===== config.mk =====
export PLATFORM = sky130hd
export DESIGN_NAME = sid_voice_vca
export DESIGN_NICKNAME = d
export VERILOG_FILES = /design/src/rtl/sid_voice_vca_pkg.sv /design/src/rtl/sid_voice_vca_mul_serial.sv /design/src/rtl/sid_voice_vca.sv
export SDC_FILE = /design/constraint.sdc
export NUM_CORES = 1
export LEC_CHECK = 0
export CAP_MARGIN = 40
export CORE_MARGIN = 10
export CORE_UTILIZATION = 37
export DETAILED_ROUTE_END_ITERATION = 8
export SLEW_MARGIN = 15
export SYNTH_ARGS = -nofsm -noshare
export SYNTH_HDL_FRONTEND = slang
export SYNTH_SLANG_ARGS = --single-unit

===== constraint.sdc =====
create_clock -name CLK -period 2.75 [get_ports CLK]
set_input_delay 0.55 -clock CLK [delete_from_list [all_inputs] [get_ports CLK]]
set_output_delay 0.55 -clock CLK [all_outputs]
set_load 0.03 [all_outputs]

===== src/rtl/sid_voice_vca_pkg.sv =====
// Shared SID constants and the VCA state encoding.
// The widths are the defaults used by the voice datapath (oscillator,
// envelope, VCA and mixer). The VCA state type is exported so that
// checkers can decode the debug state output.
package sid_voice_vca_pkg;

  localparam int SID_WAVE_W   = 12;  // oscillator waveform width (unsigned)
  localparam int SID_ENV_W    = 8;   // envelope level width (unsigned)
  localparam int SID_SAMPLE_W = 20;  // signed voice sample width

  typedef enum logic [1:0] {
    ST_IDLE = 2'd0,
    ST_MUL  = 2'd1,
    ST_DONE = 2'd2
  } vca_state_e;

endpackage


===== src/rtl/sid_voice_vca_mul_serial.sv =====
// Shift-add serial multiplier: signed multiplicand a_i times unsigned
// multiplier b_i. The product is accumulated over B_W clock steps.
//
// Ports
//   clk_i, rst_i : clock, asynchronous active-high reset
//   start_i      : load operands when idle (ignored while a multiply runs)
//   a_i          : signed multiplicand, sign-extended to P_W bits
//   b_i          : unsigned multiplier
//   done_o       : high during the cycle whose closing edge applies the last step
//   p_o          : accumulator; holds the final product once done_o has been seen
//
// Handshake: start_i is sampled on a clock edge while the core is idle. The
// core then takes B_W steps. done_o is high in the cycle before the final
// edge, so the caller can change state on the same edge as the last step.
module sid_voice_vca_mul_serial #(
  parameter int A_W = 12,
  parameter int B_W = 8,
  parameter int P_W = 20
) (
  input  logic                  clk_i,
  input  logic                  rst_i,
  input  logic                  start_i,
  input  logic signed [A_W-1:0] a_i,
  input  logic [B_W-1:0]        b_i,
  output logic                  done_o,
  output logic [P_W-1:0]        p_o
);

  localparam int CNT_W = (B_W > 1) ? $clog2(B_W) : 1;

  logic [CNT_W-1:0] cnt_q;
  logic [P_W-1:0]   acc_q;
  logic [P_W-1:0]   mcand_q;
  logic [B_W-1:0]   mplier_q;
  logic             run_q;

  always_ff @(posedge clk_i or posedge rst_i) begin
    if (rst_i) begin
      cnt_q    <= '0;
      acc_q    <= '0;
      mcand_q  <= '0;
      mplier_q <= '0;
      run_q    <= 1'b0;
    end else if (run_q) begin
      // Modulo-2^P_W add is exact because the true product fits in P_W bits.
      if (mplier_q[0]) acc_q <= acc_q + mcand_q;
      mcand_q  <= mcand_q << 1;
      mplier_q <= mplier_q >> 1;
      cnt_q    <= cnt_q - 1'b1;
      if (cnt_q == '0) run_q <= 1'b0;
    end else if (start_i) begin
      cnt_q    <= CNT_W'(B_W - 1);
      acc_q    <= '0;
      mcand_q  <= {{(P_W-A_W){a_i[A_W-1]}}, a_i};
      mplier_q <= b_i;
      run_q    <= 1'b1;
    end
  end

  assign done_o = run_q && (cnt_q == '0);
  assign p_o    = acc_q;

endmodule


===== src/rtl/sid_voice_vca.sv =====
// Per-voice amplitude stage. Each CLKen tick it multiplies the offset-binary
// waveform by the envelope level and produces a full-precision signed sample.
//
// Ports
//   CLK, RST  : master clock, asynchronous active-high reset
//   CLKen     : sample strobe, one CLK wide
//   WAVE      : oscillator waveform, unsigned, midpoint 2**(WAVE_W-1)
//   ENV       : envelope level, unsigned
//   MUTE      : forces the captured sample to zero
//   OUT       : signed voice sample, held between VALID pulses
//   VALID     : one-CLK pulse when OUT updates (ENV_W+1 edges after CLKen)
//   BUSY      : multiply in progress (from the capture edge to the output edge)
//   OVERRUN   : sticky, set when CLKen arrives while BUSY; cleared by RST
//   STATE_DBG : current FSM state (vca_state_e encoding)
//
// Handshake: CLKen is a strobe with no back-pressure. It is accepted only in
// IDLE. A strobe seen in MUL or DONE is dropped and flagged in OVERRUN.
// VALID qualifies OUT for exactly one cycle.
module sid_voice_vca
  import sid_voice_vca_pkg::*;
#(
  parameter int WAVE_W = SID_WAVE_W,
  parameter int ENV_W  = SID_ENV_W,
  parameter int OUT_W  = SID_SAMPLE_W
) (
  input  logic              CLK,
  input  logic              RST,
  input  logic              CLKen,
  input  logic [WAVE_W-1:0] WAVE,
  input  logic [ENV_W-1:0]  ENV,
  input  logic              MUTE,
  output logic [OUT_W-1:0]  OUT,
  output logic              VALID,
  output logic              BUSY,
  output logic              OVERRUN,
  output logic [1:0]        STATE_DBG
);

  vca_state_e         state_q;
  logic [OUT_W-1:0]   out_q;
  logic               valid_q;
  logic               busy_q;
  logic               overrun_q;
  logic               mute_q;

  logic               mul_start;
  logic               mul_done;
  logic [OUT_W-1:0]   mul_p;
  logic signed [WAVE_W-1:0] wave_s;

  // Inverting the MSB turns offset binary into two's complement (WAVE - midpoint).
  assign wave_s    = {~WAVE[WAVE_W-1], WAVE[WAVE_W-2:0]};
  assign mul_start = CLKen && (state_q == ST_IDLE);

  sid_voice_vca_mul_serial #(
    .A_W (WAVE_W),
    .B_W (ENV_W),
    .P_W (OUT_W)
  ) u_mul (
    .clk_i   (CLK),
    .rst_i   (RST),
    .start_i (mul_start),
    .a_i     (wave_s),
    .b_i     (ENV),
    .done_o  (mul_done),
    .p_o     (mul_p)
  );

  always_ff @(posedge CLK or posedge RST) begin
    if (RST) begin
      state_q   <= ST_IDLE;
      out_q     <= '0;
      valid_q   <= 1'b0;
      busy_q    <= 1'b0;
      overrun_q <= 1'b0;
      mute_q    <= 1'b0;
    end else begin
      valid_q <= 1'b0;
      // A strobe outside IDLE (including the DONE cycle) is dropped.
      if (CLKen && (state_q != ST_IDLE)) overrun_q <= 1'b1;
      case (state_q)
        ST_IDLE: begin
          if (CLKen) begin
            mute_q  <= MUTE;
            busy_q  <= 1'b1;
            state_q <= ST_MUL;
          end
        end
        ST_MUL: begin
          if (mul_done) state_q <= ST_DONE;
        end
        ST_DONE: begin
          out_q   <= mute_q ? '0 : mul_p;
          valid_q <= 1'b1;
          busy_q  <= 1'b0;
          state_q <= ST_IDLE;
        end
        default: state_q <= ST_IDLE;
      endcase
    end
  end

  assign OUT       = out_q;
  assign VALID     = valid_q;
  assign BUSY      = busy_q;
  assign OVERRUN   = overrun_q;
  assign STATE_DBG = state_q;

endmodule


==> results.md <==
* RSZ-0062 raised after global routing: false
* Status: finished, final reports clean
* Switching Share at 0.395
* Vias per inst at 4.95
* Placeable core region at 10800 um2
* Logic pwr share at 0.425
* Mapped Avg Cell Area at 9.47 um2
* Part of the power in registers at 0.379
* Die X at 125 um
* Worst path slowest cell: dfrtp_1
* Total number of vias at 3061
* Top-area cell type share of the netlist area at 0.477
* Die Height at 125 um
* Initial antenna violation count at 0
* Die area at 15700 um2
* Area grow syn2layout at 21.1%
* Setup CP Type: flop to flop
* Worst hold path stage count at 1
* Number of max-cap violations at 0
* Pre-Repair DR Iteration Count at 4
* CP Capture Type: flop
* Worst-path clk slew at 0.08 ns
* Net count, final at 521
* PortBufs at 48
* Tmin final at 2.59 ns
* Crit path max-delay family: compound AO/OA/AOI/OAI gates
* Max_slew headroom at 0.624
* Post-synthesis sequential area ratio at 0.477
* Worst Hold End: OVERRUN$_DFFE_PP0P_
* Gpl congestion at 0.875
* Skew-Pair Late Insertion Delay at 0.35 ns
* Post-synth top cells: 83 x nand2_1, 78 x dfrtp_1, 67 x o21ai_0
* Seq cells post-synth at 78
* Pin count of the biggest net entering global routing at 79
* DRC Markers at 0
* Synth warn at 0
* Clock share of power at 0.196
* Diodes inserted at 0
* Post-DRT Antenna Nets at 0
* CTS tree: done
* Setup Fix Bufs, Post-CTS at 0
* # hold bufs at CTS at 0
* First-pass GRT wire length at 14600 um
* Setup Skew at 0.0104 ns
* Hpwl dp at 6380 um
* CP Data Arrival Time at 2.83 ns
* Post-synth EDFFs at 0
* Leak Pwr at 0.00219 uW
* Fmax at 0.386 GHz
* Clock root cell: clkbuf_8
* Worst r2r src: u_mul.p_o[0]$_DFFE_PP0P_
* Ratio of cells with drive above 1 in the final layout at 0.0626
* Worst slew pin tran at 0.562 ns
* H-Tree Depth at 3
* Num CTS Buffers at 9
* Internal at 2920 uW
* Worst R2R Setup Slack at 0.16 ns
* Max Fanout on Critical Path at 3
* 1st-iter DRT viols at 232
* Worst hold path type: flop to flop
* Initial core utilization at 0.377
* WL/cell at 13.8 um
* Async set or reset register ratio after synthesis at 1.00
* Fin. Hold Viols at 0
* Vias in the first global route at 3002
* Final setup vio count at 0
* Post-Syn Instances at 432
* Count leader, synth: nand2_1
* Startpoint Class: flop
* Leading area contributor after synthesis: dfrtp_1
* CP peak stage delay at 0.41 ns
* Netlist cell types at 41
* Mapped Area at 4090 um2
* Most used DFF post-synth: dfrtp_1
* Worst Min Path Start: OVERRUN$_DFFE_PP0P_
* Net Sw Power at 1910 uW
* Syn nets at 478
* Clock tree buffer depth at 2
* Worst R2R Path Depth at 10
* Count of pins over their slew limit at 0
* Std-Cell Rows at 38
* Worst reg2reg endpoint: u_mul.p_o[18]$_DFFE_PP0P_
* DRT Wirelength at 8550 um
* DP Area at 4730 um2
* Worst Path Buf+Inv at 0
* Final Instance Area at 4960 um2
* Tcrit/Tclk final at 0.942
* Tot GR Track Use at 0.109
* Pwr dens at 976 nW/um2
* Area contributors post-synth: dfrtp_1 48%, o21ai_0 8.2%, nand2_1 7.6%
* Io pins at 49
* CP required at 2.99 ns
* Number of gates resized after cts at 0
* Clock sinks at 78
* Crit-path cells: ha_1 > fa_1 > a21o_1 > a21oi_4 > o21ai_2 > a41o_2 > o221a_4 > nand4_1 > a211oi_1 > a211o_1
* GRT overflow at 0
* Setup TNS at 0 ns
* Max rail drop VDD at 0.437 mV
==> final cells by class <==
class | instances | area (um2)
Clock buffer | 10 | 138
Clock inverter | 5 | 83.8
Fill cell | 1057 | 5880
Inverter | 7 | 26.3
Multi-Input combinational cell | 323 | 2030
Sequential cell | 78 | 1950
Tap cell | 140 | 175
Timing Repair Buffer | 56 | 553
==> routing by layer <==
metal / track usage / share of wire / wire length, um / vias to the layer above
li1: - / - / - / 1582
met1: 0.141 / 0.49 / 4180 / 1410
met2: 0.166 / 0.43 / 3680 / 56
met3: 0.0359 / 0.062 / 526 / 13
met4: 0.0413 / 0.018 / 154 / 0
met5: 0 / 0 / 0 / -
==> worst max-delay path by stage <==
stage,start,to,slack [ns],cells past startpoint
2_1_floorplan,RST,BUSY$_DFFE_PP0P_,0.20,1
3_3_place_gp,u_mul.p_o[0]$_DFFE_PP0P_,u_mul.p_o[18]$_DFFE_PP0P_,0.18,10
3_5_place_dp,u_mul.p_o[0]$_DFFE_PP0P_,u_mul.p_o[18]$_DFFE_PP0P_,0.15,10
4_1_cts,u_mul.p_o[0]$_DFFE_PP0P_,u_mul.p_o[18]$_DFFE_PP0P_,0.13,10
5_1_grt,u_mul.p_o[0]$_DFFE_PP0P_,u_mul.p_o[16]$_DFFE_PP0P_,0.02,10
6_report,u_mul.p_o[0]$_DFFE_PP0P_,u_mul.p_o[18]$_DFFE_PP0P_,0.16,10
==> kinds of logic after synthesis <==
group	Yosys count	synth area share
AO/OA/AOI/OAI	130	0.194
buffers and inverters	31	0.0291
flip-flops	78	0.477
multiplexers	17	0.0416
AND/OR/NAND/NOR	134	0.146
XOR/XNOR	20	0.0428
adder cells (fa/ha/maj)	22	0.0691
==> state kept, by name (all words and copies together), names as in the netlist <==
register and flops:
BUSY 1, OUT 20, OVERRUN 1, STATE_DBG 2, VALID 1, mute_q 1, u_mul.cnt_q 3, u_mul.mcand_q 20
u_mul.mplier_q 8, u_mul.p_o 20, u_mul.run_q 1
==> layout by cell type, fill, tap and decap left out, types with 3 or more instances in the layout <==
cell type        instances
a21o_1                   7
buf_4                    7
nand4_1                  4
a21oi_1                 26
nand2_1                 83
o21bai_1                 4
o21ai_0                 67
o21a_1                   4
inv_1                    6
ha_1                    21
dfrtp_1                 78
mux2i_1                 17
nand2b_1                24
nor2_1                  13
clkbuf_8                10
nor3_1                   3
xnor2_1                 12
o21ai_1                  3
clkdlybuf4s50_1         48
xor2_1                   8
==> power by group through the flow <==
stage / Clock (uW) / Sequential [uW] / Combinational (uW)
after floorplan: 0 / 1880 / 1470
after global placement: 0 / 1850 / 2020
after detailed placement: 0 / 1860 / 2070
after CTS: 977 / 1840 / 2070
after global routing: 1020 / 1900 / 2330
final: 947 / 1830 / 2050
==> per-stage QoR <==
stage	power, uW	hold WS [ns]	setup slack, ns	instances	utilization
after floorplan	3350	0.445	0.205	432	-
after global placement	3880	0.454	0.184	604	0.436
after detailed placement	3930	0.460	0.149	604	0.436
after CTS	4890	0.484	0.125	619	0.456
after global routing	5250	0.506	0.0201	619	0.457
final	4840	0.477	0.158	619	0.457
(Power assumes the default switching activity.)
